--- src/rtl/alu_cmd_issuer_if.sv ---
// Stream bundle between alu_cmd_issuer and its neighbours: command in, ALU drive/return, response out.
// Signal names carry the direction as seen from the issuer (slave side).
interface alu_cmd_issuer_if #(
  parameter int unsigned ARG_W  = 12,
  parameter int unsigned RES_W  = 10,
  parameter int unsigned OPER_W = 3,
  parameter int unsigned FLAG_W = 4
);
  logic              i_cmd_valid;
  logic              o_cmd_ready;
  logic [ARG_W-1:0]  i_cmd_arg0;
  logic [ARG_W-1:0]  i_cmd_arg1;
  logic [OPER_W-1:0] i_cmd_oper;

  logic [ARG_W-1:0]  o_alu_arg0;
  logic [ARG_W-1:0]  o_alu_arg1;
  logic [OPER_W-1:0] o_alu_oper;
  logic [RES_W-1:0]  i_alu_result;
  logic [FLAG_W-1:0] i_alu_flag;

  logic              o_rsp_valid;
  logic              i_rsp_ready;
  logic [RES_W-1:0]  o_rsp_result;
  logic [FLAG_W-1:0] o_rsp_flag;

  modport slave (
    input  i_cmd_valid, i_cmd_arg0, i_cmd_arg1, i_cmd_oper,
    input  i_alu_result, i_alu_flag, i_rsp_ready,
    output o_cmd_ready, o_alu_arg0, o_alu_arg1, o_alu_oper,
    output o_rsp_valid, o_rsp_result, o_rsp_flag
  );

  modport master (
    output i_cmd_valid, i_cmd_arg0, i_cmd_arg1, i_cmd_oper,
    output i_alu_result, i_alu_flag, i_rsp_ready,
    input  o_cmd_ready, o_alu_arg0, o_alu_arg1, o_alu_oper,
    input  o_rsp_valid, o_rsp_result, o_rsp_flag
  );
endinterface

--- src/rtl/alu_cmd_issuer.sv ---
// Sequential front end for a combinational ALU: registers one command at a time into the ALU,
// captures its result a cycle later into an in-order response FIFO, and counts error flags.
module alu_cmd_issuer #(
  parameter int unsigned ARG_W      = 12,
  parameter int unsigned RES_W      = 10,
  parameter int unsigned OPER_W     = 3,
  parameter int unsigned FLAG_W     = 4,
  parameter int unsigned FIFO_DEPTH = 4,
  parameter int unsigned ERR_W      = 8
) (
  input  logic                 i_clk,
  input  logic                 i_rst_n,
  alu_cmd_issuer_if.slave      bus,
  output logic [ERR_W-1:0]     o_err_cnt,
  output logic                 o_busy
);
  localparam int unsigned PTR_W   = $clog2(FIFO_DEPTH);
  localparam int unsigned CNT_W   = PTR_W + 1;
  localparam int unsigned ERR_BIT = 3;

  typedef enum logic {S_IDLE, S_ISSUE} state_t;

  state_t            r_state, w_state_nxt;
  logic [ARG_W-1:0]  r_arg0, r_arg1;
  logic [OPER_W-1:0] r_oper;
  logic [RES_W-1:0]  r_mem_res  [FIFO_DEPTH];
  logic [FLAG_W-1:0] r_mem_flag [FIFO_DEPTH];
  logic [PTR_W-1:0]  r_wr_ptr, r_rd_ptr, w_rd_ptr_inc;
  logic [CNT_W-1:0]  r_count, w_count_nxt;
  logic              r_cmd_ready, w_cmd_ready_nxt;
  logic              r_rsp_valid, r_busy;
  logic [RES_W-1:0]  r_head_res, w_head_res_nxt;
  logic [FLAG_W-1:0] r_head_flag, w_head_flag_nxt;
  logic [ERR_W-1:0]  r_err_cnt;
  logic              w_accept, w_push, w_pop;

  assign w_accept     = bus.i_cmd_valid && r_cmd_ready;
  assign w_push       = (r_state == S_ISSUE);
  assign w_pop        = bus.i_rsp_ready && (r_count != '0);
  assign w_rd_ptr_inc = r_rd_ptr + 1'b1;

  // Next state, FIFO occupancy, ready and registered head selection
  always_comb begin
    w_state_nxt     = r_state;
    w_head_res_nxt  = r_head_res;
    w_head_flag_nxt = r_head_flag;
    w_count_nxt     = r_count + CNT_W'(w_push) - CNT_W'(w_pop);

    case (r_state)
      S_IDLE:  if (w_accept) w_state_nxt = S_ISSUE;
      S_ISSUE: w_state_nxt = S_IDLE;
      default: w_state_nxt = S_IDLE;
    endcase

    // Head follows the next-oldest entry, or the pushed data when it becomes the only entry
    if (w_pop) begin
      if (r_count > CNT_W'(1)) begin
        w_head_res_nxt  = r_mem_res[w_rd_ptr_inc];
        w_head_flag_nxt = r_mem_flag[w_rd_ptr_inc];
      end else if (w_push) begin
        w_head_res_nxt  = bus.i_alu_result;
        w_head_flag_nxt = bus.i_alu_flag;
      end
    end else if (w_push && (r_count == '0)) begin
      w_head_res_nxt  = bus.i_alu_result;
      w_head_flag_nxt = bus.i_alu_flag;
    end

    // Space for the single in-flight result is reserved before accepting
    w_cmd_ready_nxt = (w_state_nxt == S_IDLE) && (w_count_nxt < CNT_W'(FIFO_DEPTH));
  end

  always_ff @(posedge i_clk or negedge i_rst_n) begin
    if (!i_rst_n) begin
      r_state     <= S_IDLE;
      r_arg0      <= '0;
      r_arg1      <= '0;
      r_oper      <= '0;
      r_wr_ptr    <= '0;
      r_rd_ptr    <= '0;
      r_count     <= '0;
      r_cmd_ready <= 1'b0;
      r_rsp_valid <= 1'b0;
      r_busy      <= 1'b0;
      r_head_res  <= '0;
      r_head_flag <= '0;
      r_err_cnt   <= '0;
    end else begin
      r_state <= w_state_nxt;
      if (w_accept) begin
        r_arg0 <= bus.i_cmd_arg0;
        r_arg1 <= bus.i_cmd_arg1;
        r_oper <= bus.i_cmd_oper;
      end
      if (w_push) r_wr_ptr <= r_wr_ptr + 1'b1;
      if (w_pop)  r_rd_ptr <= w_rd_ptr_inc;
      r_count     <= w_count_nxt;
      r_cmd_ready <= w_cmd_ready_nxt;
      r_rsp_valid <= (w_count_nxt != '0);
      r_busy      <= (w_state_nxt == S_ISSUE) || (w_count_nxt != '0);
      r_head_res  <= w_head_res_nxt;
      r_head_flag <= w_head_flag_nxt;
      if (w_push && bus.i_alu_flag[ERR_BIT] && (r_err_cnt != '1))
        r_err_cnt <= r_err_cnt + 1'b1;
    end
  end

  // Storage array needs no reset; validity is tracked by pointers and count
  always_ff @(posedge i_clk) begin
    if (w_push) begin
      r_mem_res[r_wr_ptr]  <= bus.i_alu_result;
      r_mem_flag[r_wr_ptr] <= bus.i_alu_flag;
    end
  end

  assign bus.o_cmd_ready  = r_cmd_ready;
  assign bus.o_alu_arg0   = r_arg0;
  assign bus.o_alu_arg1   = r_arg1;
  assign bus.o_alu_oper   = r_oper;
  assign bus.o_rsp_valid  = r_rsp_valid;
  assign bus.o_rsp_result = r_head_res;
  assign bus.o_rsp_flag   = r_head_flag;
  assign o_err_cnt        = r_err_cnt;
  assign o_busy           = r_busy;
endmodule

--- src/flat_wrapper.sv ---
// flat-port wrapper written by rule: the top's interface ports become plain ports
module alu_cmd_issuer_flat 
#(
  parameter int unsigned ARG_W      = 12,
  parameter int unsigned RES_W      = 10,
  parameter int unsigned OPER_W     = 3,
  parameter int unsigned FLAG_W     = 4,
  parameter int unsigned FIFO_DEPTH = 4,
  parameter int unsigned ERR_W      = 8
)
  (i_clk, i_rst_n, o_err_cnt, o_busy, bus_i_cmd_valid, bus_i_cmd_arg0, bus_i_cmd_arg1, bus_i_cmd_oper, bus_i_alu_result, bus_i_alu_flag, bus_i_rsp_ready, bus_o_cmd_ready, bus_o_alu_arg0, bus_o_alu_arg1, bus_o_alu_oper, bus_o_rsp_valid, bus_o_rsp_result, bus_o_rsp_flag);
  alu_cmd_issuer_if #(.ARG_W(ARG_W), .RES_W(RES_W), .OPER_W(OPER_W), .FLAG_W(FLAG_W)) bus_i ();
  input  logic i_clk;
  input  logic i_rst_n;
  output logic [ERR_W-1:0] o_err_cnt;
  output logic o_busy;
  input wire logic [$bits(bus_i.i_cmd_valid)-1:0] bus_i_cmd_valid;
  input wire logic [$bits(bus_i.i_cmd_arg0)-1:0] bus_i_cmd_arg0;
  input wire logic [$bits(bus_i.i_cmd_arg1)-1:0] bus_i_cmd_arg1;
  input wire logic [$bits(bus_i.i_cmd_oper)-1:0] bus_i_cmd_oper;
  input wire logic [$bits(bus_i.i_alu_result)-1:0] bus_i_alu_result;
  input wire logic [$bits(bus_i.i_alu_flag)-1:0] bus_i_alu_flag;
  input wire logic [$bits(bus_i.i_rsp_ready)-1:0] bus_i_rsp_ready;
  output wire logic [$bits(bus_i.o_cmd_ready)-1:0] bus_o_cmd_ready;
  output wire logic [$bits(bus_i.o_alu_arg0)-1:0] bus_o_alu_arg0;
  output wire logic [$bits(bus_i.o_alu_arg1)-1:0] bus_o_alu_arg1;
  output wire logic [$bits(bus_i.o_alu_oper)-1:0] bus_o_alu_oper;
  output wire logic [$bits(bus_i.o_rsp_valid)-1:0] bus_o_rsp_valid;
  output wire logic [$bits(bus_i.o_rsp_result)-1:0] bus_o_rsp_result;
  output wire logic [$bits(bus_i.o_rsp_flag)-1:0] bus_o_rsp_flag;
  assign bus_i.i_cmd_valid = bus_i_cmd_valid;
  assign bus_i.i_cmd_arg0 = bus_i_cmd_arg0;
  assign bus_i.i_cmd_arg1 = bus_i_cmd_arg1;
  assign bus_i.i_cmd_oper = bus_i_cmd_oper;
  assign bus_i.i_alu_result = bus_i_alu_result;
  assign bus_i.i_alu_flag = bus_i_alu_flag;
  assign bus_i.i_rsp_ready = bus_i_rsp_ready;
  assign bus_o_cmd_ready = bus_i.o_cmd_ready;
  assign bus_o_alu_arg0 = bus_i.o_alu_arg0;
  assign bus_o_alu_arg1 = bus_i.o_alu_arg1;
  assign bus_o_alu_oper = bus_i.o_alu_oper;
  assign bus_o_rsp_valid = bus_i.o_rsp_valid;
  assign bus_o_rsp_result = bus_i.o_rsp_result;
  assign bus_o_rsp_flag = bus_i.o_rsp_flag;
  alu_cmd_issuer #(.ARG_W(ARG_W), .RES_W(RES_W), .OPER_W(OPER_W), .FLAG_W(FLAG_W), .FIFO_DEPTH(FIFO_DEPTH), .ERR_W(ERR_W)) u_core (.i_clk(i_clk), .i_rst_n(i_rst_n), .bus(bus_i), .o_err_cnt(o_err_cnt), .o_busy(o_busy));
endmodule
--- config.mk ---
export PLATFORM = sky130hd
export DESIGN_NAME = alu_cmd_issuer_flat
export DESIGN_NICKNAME = d
export VERILOG_FILES = /design/src/rtl/alu_cmd_issuer_if.sv /design/src/rtl/alu_cmd_issuer.sv /design/src/flat_wrapper.sv
export SDC_FILE = /design/constraint.sdc
export NUM_CORES = 1
export LEC_CHECK = 0
export BUFFER_PORTS_ARGS = -buffer_cell sky130_fd_sc_hd__buf_2
export CELL_PAD_IN_SITES_DETAIL_PLACEMENT = 2
export CELL_PAD_IN_SITES_GLOBAL_PLACEMENT = 2
export CORE_MARGIN = 5
export CORE_UTILIZATION = 35
export DETAILED_ROUTE_END_ITERATION = 8
export PLACE_DENSITY = 0.78
export SLEW_MARGIN = 20
export SYNTH_ARGS = -nofsm -noshare
export SYNTH_HDL_FRONTEND = slang
export SYNTH_SLANG_ARGS = --single-unit
--- constraint.sdc ---
create_clock -name i_clk -period 2.7 [get_ports i_clk]
set_input_delay 0.27 -clock i_clk [delete_from_list [all_inputs] [get_ports i_clk]]
set_output_delay 0.27 -clock i_clk [all_outputs]
set_load 0.05 [all_outputs]
# After elaboration in Yosys (flattened, before gate mapping)
# Memory sizes are Yosys's and may differ from the RTL's.
# Cells that the tools add are included.
# word_totals
word_cells	50
mem_count	2
reg_bits	60
inputBits	45
ram_bits	56
# mem_list
name	depth	width	rd	rd_clocked_by_memory_dff	write_ports	line_no	source
u_core.r_mem_res	4	10	1	0	1	alu_cmd_issuer.sv:26	logic [RES_W-1:0] r_mem_res [FIFO_DEPTH];
u_core.r_mem_flag	4	4	1	0	1	alu_cmd_issuer.sv:27	logic [FLAG_W-1:0] r_mem_flag [FIFO_DEPTH];
# op_classes
reduce_logical	12
order_cmp	2
eq_ne	2
bitwise	2
muxes	12
addsub	5
# op_table
operator	count
$mux 10	4
$mux 4	4
$add 8x1->8 const B	1
$ne 8x8->1 const B	1
$logic_and 1x1->1	6
$reduce_bool 3->1	2
$add 2x1->2 const B	2
$add 3x1->3	1
$gt 3x1->1 const B	1
$logic_not 3->1	1
$lt 3x3->1 const B	1
$mux 1	3
$ne 3x2->1 const B	1
$sub 3x1->3	1
$not 1->1	2
$pmux 1 s2	1
$reduce_and 2->1	1
$reduce_bool 2->1	1
$logic_or 1x1->1	1

# Longest topological paths before layout
# depth
word_depth	5
mapped_depth	9
depth_no_buf	9

# Worst setup path after synthesis
# No wires, ideal clock.
# synth_timing
kind	flip-flop to flip-flop
startpoint	register u_core.r_count[1]
endpoint	register u_core.r_busy (netlist: u_core.o_busy)
setup_ns	0.127
synth_period_minus_slack_ns	2.632
path_slack_ns	0.068
n_path_buf	0
stages_incl_launch_ff	10
arrival_time_ns	2.504
path_cell_list	dfrtp_1 -> or2_2 -> o21ai_0 -> or2_2 -> nand2_1 -> ha_1 -> fa_1 -> xnor2_1 -> or3_1 -> or2_2
# synth_via
elab_chain_cells	5
# synth_rtl
element	line_no	source
from (decl)	alu_cmd_issuer.sv:29	logic [CNT_W-1:0] r_count, w_count_nxt;
from (signal assigned)	alu_cmd_issuer.sv:97	r_count <= w_count_nxt;
branches (longest 2 deep; another with $add 3x1->3)	--	
$sub 3x1->3 (*)	alu_cmd_issuer.sv:47	w_count_nxt = r_count + CNT_W'(w_push) - CNT_W'(w_pop);
via u_core.w_count_nxt[2]	alu_cmd_issuer.sv:29	
$reduce_bool 3->1 (*)	alu_cmd_issuer.sv:100	r_busy <= (w_state_nxt == S_ISSUE) || (w_count_nxt != '0);
$logic_or 1x1->1 (*)	alu_cmd_issuer.sv:100	
to (signal assigned)	alu_cmd_issuer.sv:100	
to (decl)	alu_cmd_issuer.sv:31	logic r_rsp_valid, r_busy;
# Mark *: on every way through the listed nets, which the timed path passes.
# A chain may end at the register's enable or synchronous reset.

# Final worst setup path
# Same ends and word-level chain as after synthesis.

==> impl_results.md <==
* Max-slew violations at 0
* Count leader, synth: dfrtp_1
* Clk buf depth at 2
* Setup violators final at 0
* Slew @ Worst Pin at 0.831 ns
* Chip Height at 126 microns
* Root Driver: clkbuf_16
* Clk_lat worst skew at 0.42 ns
* Antenna-violating nets left at 0
* Final period utilization at 94.4%
* Via-to-Cell Ratio at 4.76
* Routed WL at 11.1 mm
* Number of enable flip-flop cells after synthesis at 56
* Largest net degree at the start of global routing at 29
* Nets at 437
* Design Area, Final at 0.00606 sq mm
* Commonest cells in the netlist: dfrtp_1 (60), edfxtp_1 (56), mux2_2 (54)
* Routed len/inst at 19.4 microns
* Core Area at 0.0132 sq mm
* CP required at 2.99 ns
* Yosys reg bits at 116
* Post-route setup slack at 0.150 ns
* Headroom to the max-slew limit at 44.6%
* TritonCTS Sinks at 116
* Pwr dens at 1400 mW/mm^2
* Overall power at 8.46 mW
* Ys flop type: dfrtp_1
* Mapped Avg Cell Area at 17.5 sq um
* Fin cells at 573
* RSZ-0062 raised after global routing: false
* # rows at 42
* Clock-pin slew on the worst setup and hold paths at 0.06 ns
* Via count at 2,728
* Antenna violations before repair at 0
* Final Skew at 0.0148 ns
* Placer Congestion at 0.719
* CTS tree: yes
* PortBufs at 96
* Sequential area share after synthesis at 68.1%
* Minimum clock period at 2.55 ns
* Outcome: complete, no violations
* I/O pin count at 97
* Vias in the first global route at 3,246
* CP max FO at 4
* Placed Area at 0.00538 sq mm
* GRT Util Overall at 15.0%
* Hold Crit Class: input port to flop
* Yosys warnings at 0
* Post-synth ARST share at 51.7%
* Main area contributors after synthesis: edfxtp_1 (36%), dfrtp_1 (32%), mux2_2 (13%)
* Cell variety after synth at 34
* Initial drt markers at 117
* MaxCap Viol Count at 0
* Area Growth Syn to Fin at 29.7%
* LEAKAGE at 2.54 nW
* Min Hold Slack at 0.0860 ns
* Number of cells in the design after placement at 540
* TritonCTS buffer count at 17
* Die Wd at 126 microns
* Initial Utilization at 35.4%
* Register-to-Register Setup Slack at 0.15 ns
* First-pass GRT wire length at 18.1 mm
* Htree depth at 4
* WP data arrival at 2.84 ns
* Critical path type: flop to flop
* Crit end category: flop
* Worst Setup Start Kind: flop
* Post-synth top area cell: edfxtp_1
* Final hold violation count at 0
* Max Freq at 0.392 GHz
* GRT Residual Overflow at 0
* Pre-CTS setup slack at -0.0984 ns
* Netlist Area Pre-Place at 0.00467 sq mm
* 1st-pass router iterations at 4
* DR DRC count at 0
* Share of the synthesized area in the top cell type at 36.0%
* Die ar. at 0.0158 sq mm
* Setup TNS at 0 ns
* Layout cells sized above 1 at 52.1%
* DP HPWL at 7.67 mm
* Final core occ at 46.0%
* Ant diodes at 0
* Max IR drop VDD at 0.612 mV
* Syn nets at 320
* Mapped Cells at 267
routing by layer:
layer  vias to the layer above  GRT usage [%]  routed length (microns)
met4                         0           4.34                      126
met2                        70           26.5                     5990
li1                       1239              -                        -
met5                         -              0                        0
met1                      1409           16.7                     4410
met3                        10           6.06                      578
placed cells by master (no fill, tap or decap), types with 2 or more instances in the layout:
master / n
a21oi_1: 6
a31oi_1: 2
and2_1: 4
and3_1: 2
buf_2: 96
buf_4: 10
bufinv_16: 5
clkbuf_16: 17
clkbuf_8: 2
clkinv_2: 3
clkinv_4: 2
clkinvlp_4: 3
dfrtp_1: 60
edfxtp_1: 56
ha_1: 7
inv_1: 7
mux2_2: 54
mux4_1: 5
mux4_2: 9
nand2_1: 7
nand2b_1: 2
nand3_1: 4
nor2_1: 9
nor2b_1: 3
o21a_1: 2
or2_2: 3
xnor2_1: 2
xor2_1: 3
kinds of logic (layout without fill, tap and decap cells):
kind of cell	count (synthesis)	count (layout)	share of synthesized area [%]
multiplexers	69	69	20.5
AO/OA/AOI/OAI	15	15	2.03
XOR/XNOR	5	5	0.937
buffers and inverters	16	146	2.01
adder cells (fa/ha/maj)	8	8	2.30
AND/OR/NAND/NOR	38	38	4.15
flip-flops	116	116	68.1
where the power goes:
part           internal, mW  switching, mW
clock                  1.68          0.793
combinational          1.14           2.16
sequential             2.39          0.297
worst paths after layout:
path	start	to	depth (start not counted)
worst max-delay path	u_core.r_count[1]$_DFF_PN0_	u_core.o_busy$_DFF_PN0_	8
worst min-delay path	bus_i_cmd_arg1[7]	u_core.bus.o_alu_arg1[7]$_DFFE_PN0P_	2
worst max register to register	u_core.r_count[1]$_DFF_PN0_	u_core.o_busy$_DFF_PN0_	8
worst min register to register	u_core.bus.o_alu_arg1[4]$_DFFE_PN0P_	u_core.bus.o_alu_arg1[4]$_DFFE_PN0P_	1
max in group asynchronous	i_rst_n	u_core.bus.o_rsp_result[5]$_DFFE_PN0P_	3
min in group asynchronous	i_rst_n	u_core.bus.o_alu_arg0[0]$_DFFE_PN0P_	2
cell type report:
class,instances,area [sq um]
Clock inverter,13,205
Inverter,7,26.3
Fill cell,1275,7130
Sequential cell,116,3180
Timing Repair Buffer,107,566
Clock buffer,19,453
Multi-Input combinational cell,135,1410
Tap cell,176,220
what timing repair did:
item	4_1_cts	5_1_grt
hold endpoints to repair	26	0
hold buffers	1	0
setup endpoints to repair	1	1
gates resized for setup	1	2
buffers inserted	0	0
pin swaps	0	0
critical path: stages, from the launching register on:
cell and delay [ns]:
dfrtp_1 0.37, or2_2 0.35, o21ai_4 0.16, or2_2 0.17, nand2_1 0.07, ha_1 0.19, fa_1 0.45, or3_1 0.40
or2_2 0.28
state kept, by name, summed over array words and instances (netlist names):
register and flops:
u_core.bus.o_alu_arg1 12, u_core.o_busy 1, u_core.r_count 3, u_core.r_mem_flag 16
u_core.o_err_cnt 8, u_core.r_mem_res 40, u_core.bus.o_rsp_valid 1, u_core.bus.o_alu_arg0 12
u_core.bus.o_rsp_result 10, u_core.r_wr_ptr 2, u_core.r_rd_ptr 2, u_core.bus.o_alu_oper 3
u_core.bus.o_cmd_ready 1, u_core.bus.o_rsp_flag 4, u_core.r_state 1
Note: power is estimated with default switching activity, not from simulation.
